## config.mk

```make
export PLATFORM = sky130hd
export DESIGN_NAME = sdio_addr_ctlr_p_flat
export DESIGN_NICKNAME = d
export VERILOG_FILES = /design/src/rtl/sdio_addr_ctlr_p_if.sv /design/src/rtl/sdio_addr_ctlr_p.sv /design/src/flat_wrapper.sv
export SDC_FILE = /design/constraint.sdc
export NUM_CORES = 1
export LEC_CHECK = 0
export BUFFER_PORTS_ARGS = -buffer_cell sky130_fd_sc_hd__buf_2
export CORE_UTILIZATION = 61
export CTS_BUF_LIST = sky130_fd_sc_hd__clkbuf_8
export DETAILED_ROUTE_END_ITERATION = 10
export GPL_TIMING_DRIVEN = 1
export PLACE_DENSITY = 0.88
export SYNTH_ARGS = -nofsm -noshare
export SYNTH_HDL_FRONTEND = slang
export SYNTH_SLANG_ARGS = --single-unit
```

## constraint.sdc

```tcl
create_clock -name ACTL_Clk -period 2.4 [get_ports ACTL_Clk]
set_input_delay 0.24 -clock ACTL_Clk [delete_from_list [all_inputs] [get_ports ACTL_Clk]]
set_output_delay 0.24 -clock ACTL_Clk [all_outputs]
set_load 0.005 [all_outputs]
```

## src/rtl/sdio_addr_ctlr_p_if.sv

```systemverilog
// Host-side bus bundle for the SDIO address controller.
// The host drives the strobe, mode and load fields; the controller returns
// the live address, the remaining block count, the terminal-count flag and the ack.
interface sdio_addr_ctlr_p_if #(
  parameter int AWIDTH  = 17,
  parameter int DWIDTH  = 8,
  parameter int BSWIDTH = 3,
  parameter int CWIDTH  = 8
);
  logic               ACTL_StrbN;
  logic               ACTL_CmdN;
  logic [DWIDTH-1:0]  ACTL_Data_In;
  logic [BSWIDTH-1:0] ACTL_BSel;
  logic               ACTL_Inc;
  logic [1:0]         ACTL_Mode;
  logic [AWIDTH-1:0]  ACTL_Addr_Out;
  logic [CWIDTH-1:0]  ACTL_Cnt_Out;
  logic               ACTL_TC;
  logic               ACTL_Ack;

  modport master (
    output ACTL_StrbN, ACTL_CmdN, ACTL_Data_In, ACTL_BSel, ACTL_Inc, ACTL_Mode,
    input  ACTL_Addr_Out, ACTL_Cnt_Out, ACTL_TC, ACTL_Ack
  );

  modport slave (
    input  ACTL_StrbN, ACTL_CmdN, ACTL_Data_In, ACTL_BSel, ACTL_Inc, ACTL_Mode,
    output ACTL_Addr_Out, ACTL_Cnt_Out, ACTL_TC, ACTL_Ack
  );
endinterface

```

## src/rtl/sdio_addr_ctlr_p.sv

```systemverilog
// Parametrised SDIO address controller.
// An asynchronous host strobe is synchronised into the single clock domain and
// its rising edge triggers one event. An event can load one address bank or the
// block counter, and can advance the address linearly or inside a wrap window.
// Once the block counter runs out, the terminal-count flag freezes both the
// address and the counter until the counter is reloaded.
module sdio_addr_ctlr_p #(
  parameter int AWIDTH      = 17,
  parameter int DWIDTH      = 8,
  parameter int BSWIDTH     = 3,
  parameter int CWIDTH      = 8,
  parameter int WRAP_LOG2   = 4,
  parameter int SYNC_STAGES = 2
) (
  input  logic               ACTL_Clk,
  input  logic               ACTL_Rst,
  sdio_addr_ctlr_p_if.slave  bus
);

  localparam logic [BSWIDTH-1:0] CNT_SEL = '1;

  logic [SYNC_STAGES-1:0] strb_sync;
  logic                   strb_prev;
  logic                   strb_rise;

  logic [AWIDTH-1:0]      addr_q;
  logic [AWIDTH-1:0]      addr_adv;
  logic [AWIDTH-1:0]      addr_nxt;
  logic [CWIDTH-1:0]      cnt_q;
  logic                   tc_q;
  logic                   ack_q;
  logic                   advance;
  logic                   cnt_load;

  // Strobe synchroniser; preset high so that leaving reset never looks like a rising edge
  always_ff @(posedge ACTL_Clk) begin
    if (ACTL_Rst) begin
      strb_sync <= '1;
      strb_prev <= 1'b1;
    end else begin
      strb_sync <= {strb_sync[SYNC_STAGES-2:0], bus.ACTL_StrbN};
      strb_prev <= strb_sync[SYNC_STAGES-1];
    end
  end

  assign strb_rise = strb_sync[SYNC_STAGES-1] & ~strb_prev;

  // Next address: the advanced value first, then the selected bank overwrites its field
  always_comb begin
    advance  = bus.ACTL_CmdN && bus.ACTL_Inc && !tc_q &&
               (bus.ACTL_Mode == 2'b01 || bus.ACTL_Mode == 2'b10);
    cnt_load = (bus.ACTL_BSel == CNT_SEL);
    addr_adv = addr_q;
    if (advance) begin
      if (bus.ACTL_Mode == 2'b01) begin
        addr_adv = addr_q + AWIDTH'(1);
      end else begin
        addr_adv[WRAP_LOG2-1:0] = addr_q[WRAP_LOG2-1:0] + WRAP_LOG2'(1);
      end
    end
    addr_nxt = addr_adv;
    for (int i = 0; i < AWIDTH; i++) begin
      if (int'(bus.ACTL_BSel) == i / DWIDTH) begin
        addr_nxt[i] = bus.ACTL_Data_In[i % DWIDTH];
      end
    end
  end

  // Event update: address, block counter, sticky terminal count and the ack pulse
  always_ff @(posedge ACTL_Clk) begin
    if (ACTL_Rst) begin
      addr_q <= '0;
      cnt_q  <= '0;
      tc_q   <= 1'b0;
      ack_q  <= 1'b0;
    end else begin
      ack_q <= strb_rise;
      if (strb_rise && bus.ACTL_CmdN) begin
        addr_q <= addr_nxt;
        if (cnt_load) begin
          cnt_q <= bus.ACTL_Data_In[CWIDTH-1:0];
          tc_q  <= 1'b0;
        end else if (advance && cnt_q != '0) begin
          if (cnt_q == CWIDTH'(1)) begin
            cnt_q <= '0;
            tc_q  <= 1'b1;
          end else begin
            cnt_q <= cnt_q - CWIDTH'(1);
          end
        end
      end
    end
  end

  assign bus.ACTL_Addr_Out = addr_q;
  assign bus.ACTL_Cnt_Out  = cnt_q;
  assign bus.ACTL_TC       = tc_q;
  assign bus.ACTL_Ack      = ack_q;

endmodule
```

## src/flat_wrapper.sv

```systemverilog
// flat-port wrapper written by rule: the top's interface ports become plain ports
module sdio_addr_ctlr_p_flat 
#(
  parameter int AWIDTH      = 17,
  parameter int DWIDTH      = 8,
  parameter int BSWIDTH     = 3,
  parameter int CWIDTH      = 8,
  parameter int WRAP_LOG2   = 4,
  parameter int SYNC_STAGES = 2
)
  (ACTL_Clk, ACTL_Rst, bus_ACTL_StrbN, bus_ACTL_CmdN, bus_ACTL_Data_In, bus_ACTL_BSel, bus_ACTL_Inc, bus_ACTL_Mode, bus_ACTL_Addr_Out, bus_ACTL_Cnt_Out, bus_ACTL_TC, bus_ACTL_Ack);
  sdio_addr_ctlr_p_if #(.AWIDTH(AWIDTH), .DWIDTH(DWIDTH), .BSWIDTH(BSWIDTH), .CWIDTH(CWIDTH)) bus_i ();
  input  logic ACTL_Clk;
  input  logic ACTL_Rst;
  input wire logic [$bits(bus_i.ACTL_StrbN)-1:0] bus_ACTL_StrbN;
  input wire logic [$bits(bus_i.ACTL_CmdN)-1:0] bus_ACTL_CmdN;
  input wire logic [$bits(bus_i.ACTL_Data_In)-1:0] bus_ACTL_Data_In;
  input wire logic [$bits(bus_i.ACTL_BSel)-1:0] bus_ACTL_BSel;
  input wire logic [$bits(bus_i.ACTL_Inc)-1:0] bus_ACTL_Inc;
  input wire logic [$bits(bus_i.ACTL_Mode)-1:0] bus_ACTL_Mode;
  output wire logic [$bits(bus_i.ACTL_Addr_Out)-1:0] bus_ACTL_Addr_Out;
  output wire logic [$bits(bus_i.ACTL_Cnt_Out)-1:0] bus_ACTL_Cnt_Out;
  output wire logic [$bits(bus_i.ACTL_TC)-1:0] bus_ACTL_TC;
  output wire logic [$bits(bus_i.ACTL_Ack)-1:0] bus_ACTL_Ack;
  assign bus_i.ACTL_StrbN = bus_ACTL_StrbN;
  assign bus_i.ACTL_CmdN = bus_ACTL_CmdN;
  assign bus_i.ACTL_Data_In = bus_ACTL_Data_In;
  assign bus_i.ACTL_BSel = bus_ACTL_BSel;
  assign bus_i.ACTL_Inc = bus_ACTL_Inc;
  assign bus_i.ACTL_Mode = bus_ACTL_Mode;
  assign bus_ACTL_Addr_Out = bus_i.ACTL_Addr_Out;
  assign bus_ACTL_Cnt_Out = bus_i.ACTL_Cnt_Out;
  assign bus_ACTL_TC = bus_i.ACTL_TC;
  assign bus_ACTL_Ack = bus_i.ACTL_Ack;
  sdio_addr_ctlr_p #(.AWIDTH(AWIDTH), .DWIDTH(DWIDTH), .BSWIDTH(BSWIDTH), .CWIDTH(CWIDTH), .WRAP_LOG2(WRAP_LOG2), .SYNC_STAGES(SYNC_STAGES)) u_core (.ACTL_Clk(ACTL_Clk), .ACTL_Rst(ACTL_Rst), .bus(bus_i));
endmodule
```

==> reports/summary.txt <==
DRC viols - 0
Synth Area in Compound Gates - 29.8%
boundary pin count - 45
largest net degree at the start of global routing - 29
first-pass GRT wire length - 8790 µm
Slew HR - 62.7%
Synth Register Bits - 30
LEAKAGE - 0.952 nW
setup bufs post-CTS - 0
CTS root buf - clkbuf_8
share of the synthesized area in the top cell type - 29.4%
post-synth top area cell - dfxtp_1
number of synthesized flops with an enable pin - 0
xor/xnor cell area share of the yosys netlist - 0%
Post-Synth Simple-Gate Area - 30.3%
final period utilization - 81.6%
WP data required - 2.62 ns
die area - 3580 µm²
fin. max-slew vios - 0
adder-cell area share of the yosys netlist - 3.06%
Synth cell types - 63
Final Hold Fails - 0
row cnt - 20
layout cell share with drive strength beyond 1 - 24.1%
vias - 2232
Die X - 59.9 µm
type of origin of the critical path - flip-flop
Max rail drop VDD - 0.372 mV
Post-CTS Resized - 0
Total Wirelength - 5510 µm
setup_tns - 0 ns
Max clock buf depth - 2
PortBufs - 44
min Tclk post-route - 1.96 ns
largest family of logic cells by synthesized area - simple AND/OR/NAND/NOR gates
Seq/Total Area, Yosys - 29.4%
Inst Count DP - 322
CTS tree - yes
vias in the first global route - 1935
clk_lat worst skew - 0.29 ns
antenna-violating nets left - 0
Syn Area/Cell - 8.23 µm²
async set-or-reset flop fraction in the synthesized netlist - 0%
Post-Syn Area - 2040 µm²
worst hold endpoint - u_core.strb_sync[0]
die height - 59.9 µm
Worst Skew - 0.0117 ns
Worst R2R Setup Slack - 0.44 ns
antenna diode count - 0
Num CTS Buffers - 5
Synth Warn # - 0
critical-path maximum fanout - 7
router iterations before antenna repair - 5
CTS sink count - 30
non-filler instance count after layout - 330
post-synthesis mux area share - 0.490%
hold buffers post-CTS - 0
power density over cell area - 470 nW/µm²
core area - 3100 µm²
Total GRT Usage - 32.9%
Synth-to-Final Area Change - 15.1%
final setup violation count - 0
R2R cell count - 5
MaxCap Viol Count - 0
CP Class - reg -> reg
Post-DP HPWL - 3910 µm
Synth Net Count - 271
H-tree depth - 2
r2r startpoint - u_core.bus.ACTL_Addr_Out[0]
clk slew on worst S/H paths - 0.07 ns
Slew @ Worst Pin - 0.559 ns
Synth Flop Type - dfxtp_1
gpl congestion - 0.990
worst hold path class - in -> reg
Synth area leaders - dfxtp_1, nand2_1, o32ai_1
RSZ-0062 raised after global routing - no
vias per inst - 6.76
outcome - completed
Nets - 308
grt ovf - 0
DR WL/cell - 16.7 µm
HP Start - bus_ACTL_StrbN
nature of the critical path endpoint - flip-flop
worst hold stages - 2
Post-Synthesis Cells - 248
critical path arrival - 2.18 ns
initial drt markers - 247
Starting Density - 65.8%
Max Fclk - 511 MHz
initial antenna violation count - 0
Worst R2R End - u_core.bus.ACTL_Addr_Out[16]
==> logic make-up (layout without fill, tap and decap cells) <==
group	Yosys count	in the layout
buffers and inverters	28	66
and+or+nand+nor	103	103
DFF	30	30
adders and majority gates	5	5
AOI/OAI and AO/OA	81	81
muxes	1	1
==> power breakdown <==
group	internal, mW	total (mW)	switching (mW)
sequential	0.504	0.508	0.00434
clock	0.302	0.486	0.185
combinational	0.0425	0.110	0.0678
total	0.848	1.10	0.257
==> how the worst max path moves through the flow <==
| stage | endpoint | slack, ns | start | depth (start not counted) |
|---|---|---|---|---|
| after floorplan | u_core.bus.ACTL_Addr_Out[16] | 0.68 | bus_ACTL_Mode[1] | 7 |
| after global placement | u_core.bus.ACTL_Addr_Out[16] | 0.44 | bus_ACTL_Mode[0] | 6 |
| after detailed placement | u_core.bus.ACTL_Addr_Out[16] | 0.36 | bus_ACTL_Mode[0] | 6 |
| after CTS | u_core.bus.ACTL_Addr_Out[16] | 0.47 | u_core.bus.ACTL_Addr_Out[0] | 5 |
| after global routing | u_core.bus.ACTL_Addr_Out[16] | 0.39 | u_core.bus.ACTL_Addr_Out[0] | 5 |
| final | u_core.bus.ACTL_Addr_Out[16] | 0.44 | u_core.bus.ACTL_Addr_Out[0] | 5 |
==> stage by stage <==
stage	worst slack, ns	hold slack [ns]	cell area, µm²	util [%]	total power, mW
floorplan	0.680	0.344	2040	-	0.589
global placement	0.441	0.391	2240	72.3	0.626
detailed placement	0.363	0.395	2240	72.3	0.627
CTS	0.472	0.135	2350	75.7	1.11
global route	0.389	0.144	2350	75.7	1.15
finish	0.442	0.142	2350	75.7	1.10
==> state kept, by name (all words and copies together) (netlist names) <==
signal,flops
u_core.bus.ACTL_Addr_Out,17
u_core.bus.ACTL_Cnt_Out,8
u_core.strb_sync,2
u_core.bus.ACTL_Ack,1
u_core.bus.ACTL_TC,1
u_core.strb_prev,1
==> cell usage after synthesis (5+ instances only) <==
cell type,number
nor2_1,13
o211ai_1,5
ha_1,5
nand2_1,22
clkbuf_1,5
a22oi_1,9
nand3_1,9
buf_2,8
nand4_1,9
nor3_1,5
a21oi_1,8
o32ai_1,8
dfxtp_1,30
inv_1,10
o21ai_0,7
a31oi_1,7
==> per-layer routing <==
layer / routed length (µm) / share of wire (%) / vias up / global-route usage, %
li1: - / - / 1042 / -
met1: 2210 / 40 / 1026 / 42.0
met2: 2650 / 48 / 140 / 52.1
met3: 496 / 9.0 / 24 / 8.23
met4: 151 / 2.7 / 0 / 14.6
met5: 0 / 0 / - / 0
==> cell type report <==
type,count,area [µm²]
clock buffers,5,68.8
clock inverters,3,37.5
fillers,260,753
inverters,10,37.5
multi-input cells,190,1300
flip-flops and latches,30,601
well taps,44,55.1
repair buffers,48,250
==> placed cells by master, fill, tap and decap left out, types with 3 or more instances in the layout <==
| master | Yosys | routed |
|---|---|---|
| buf_2 | 8 | 44 |
| dfxtp_1 | 30 | 30 |
| nand2_1 | 22 | 22 |
| nor2_1 | 13 | 13 |
| inv_1 | 10 | 12 |
| nand4_1 | 9 | 9 |
| a22oi_1 | 9 | 9 |
| nand3_1 | 9 | 9 |
| o32ai_1 | 8 | 8 |
| a21oi_1 | 8 | 8 |
| a31oi_1 | 7 | 7 |
| o21ai_0 | 7 | 7 |
| nor3_1 | 5 | 5 |
| o211ai_1 | 5 | 5 |
| ha_1 | 5 | 5 |
| clkbuf_8 | 0 | 5 |
| and3_1 | 4 | 4 |
| nor2b_1 | 4 | 4 |
| and4_1 | 4 | 4 |
| nor4_1 | 4 | 4 |
| buf_4 | 1 | 4 |
| nor3b_1 | 3 | 3 |
| o41a_1 | 3 | 3 |
| a211oi_1 | 3 | 3 |
| o31a_1 | 3 | 3 |
| or2_2 | 3 | 3 |
| or4_1 | 3 | 3 |
| o311ai_1 | 3 | 3 |
| o21a_1 | 3 | 3 |
| a32oi_1 | 3 | 3 |
==> worst max-delay path, cell delays in order, from the launching register on <==
cell and delay [ns]:
dfxtp_1 0.42, ha_1 0.23, and4_1 0.43, nand2_4 0.11, or4_1 0.54, a31oi_1 0.16
(Power assumes the default switching activity.)
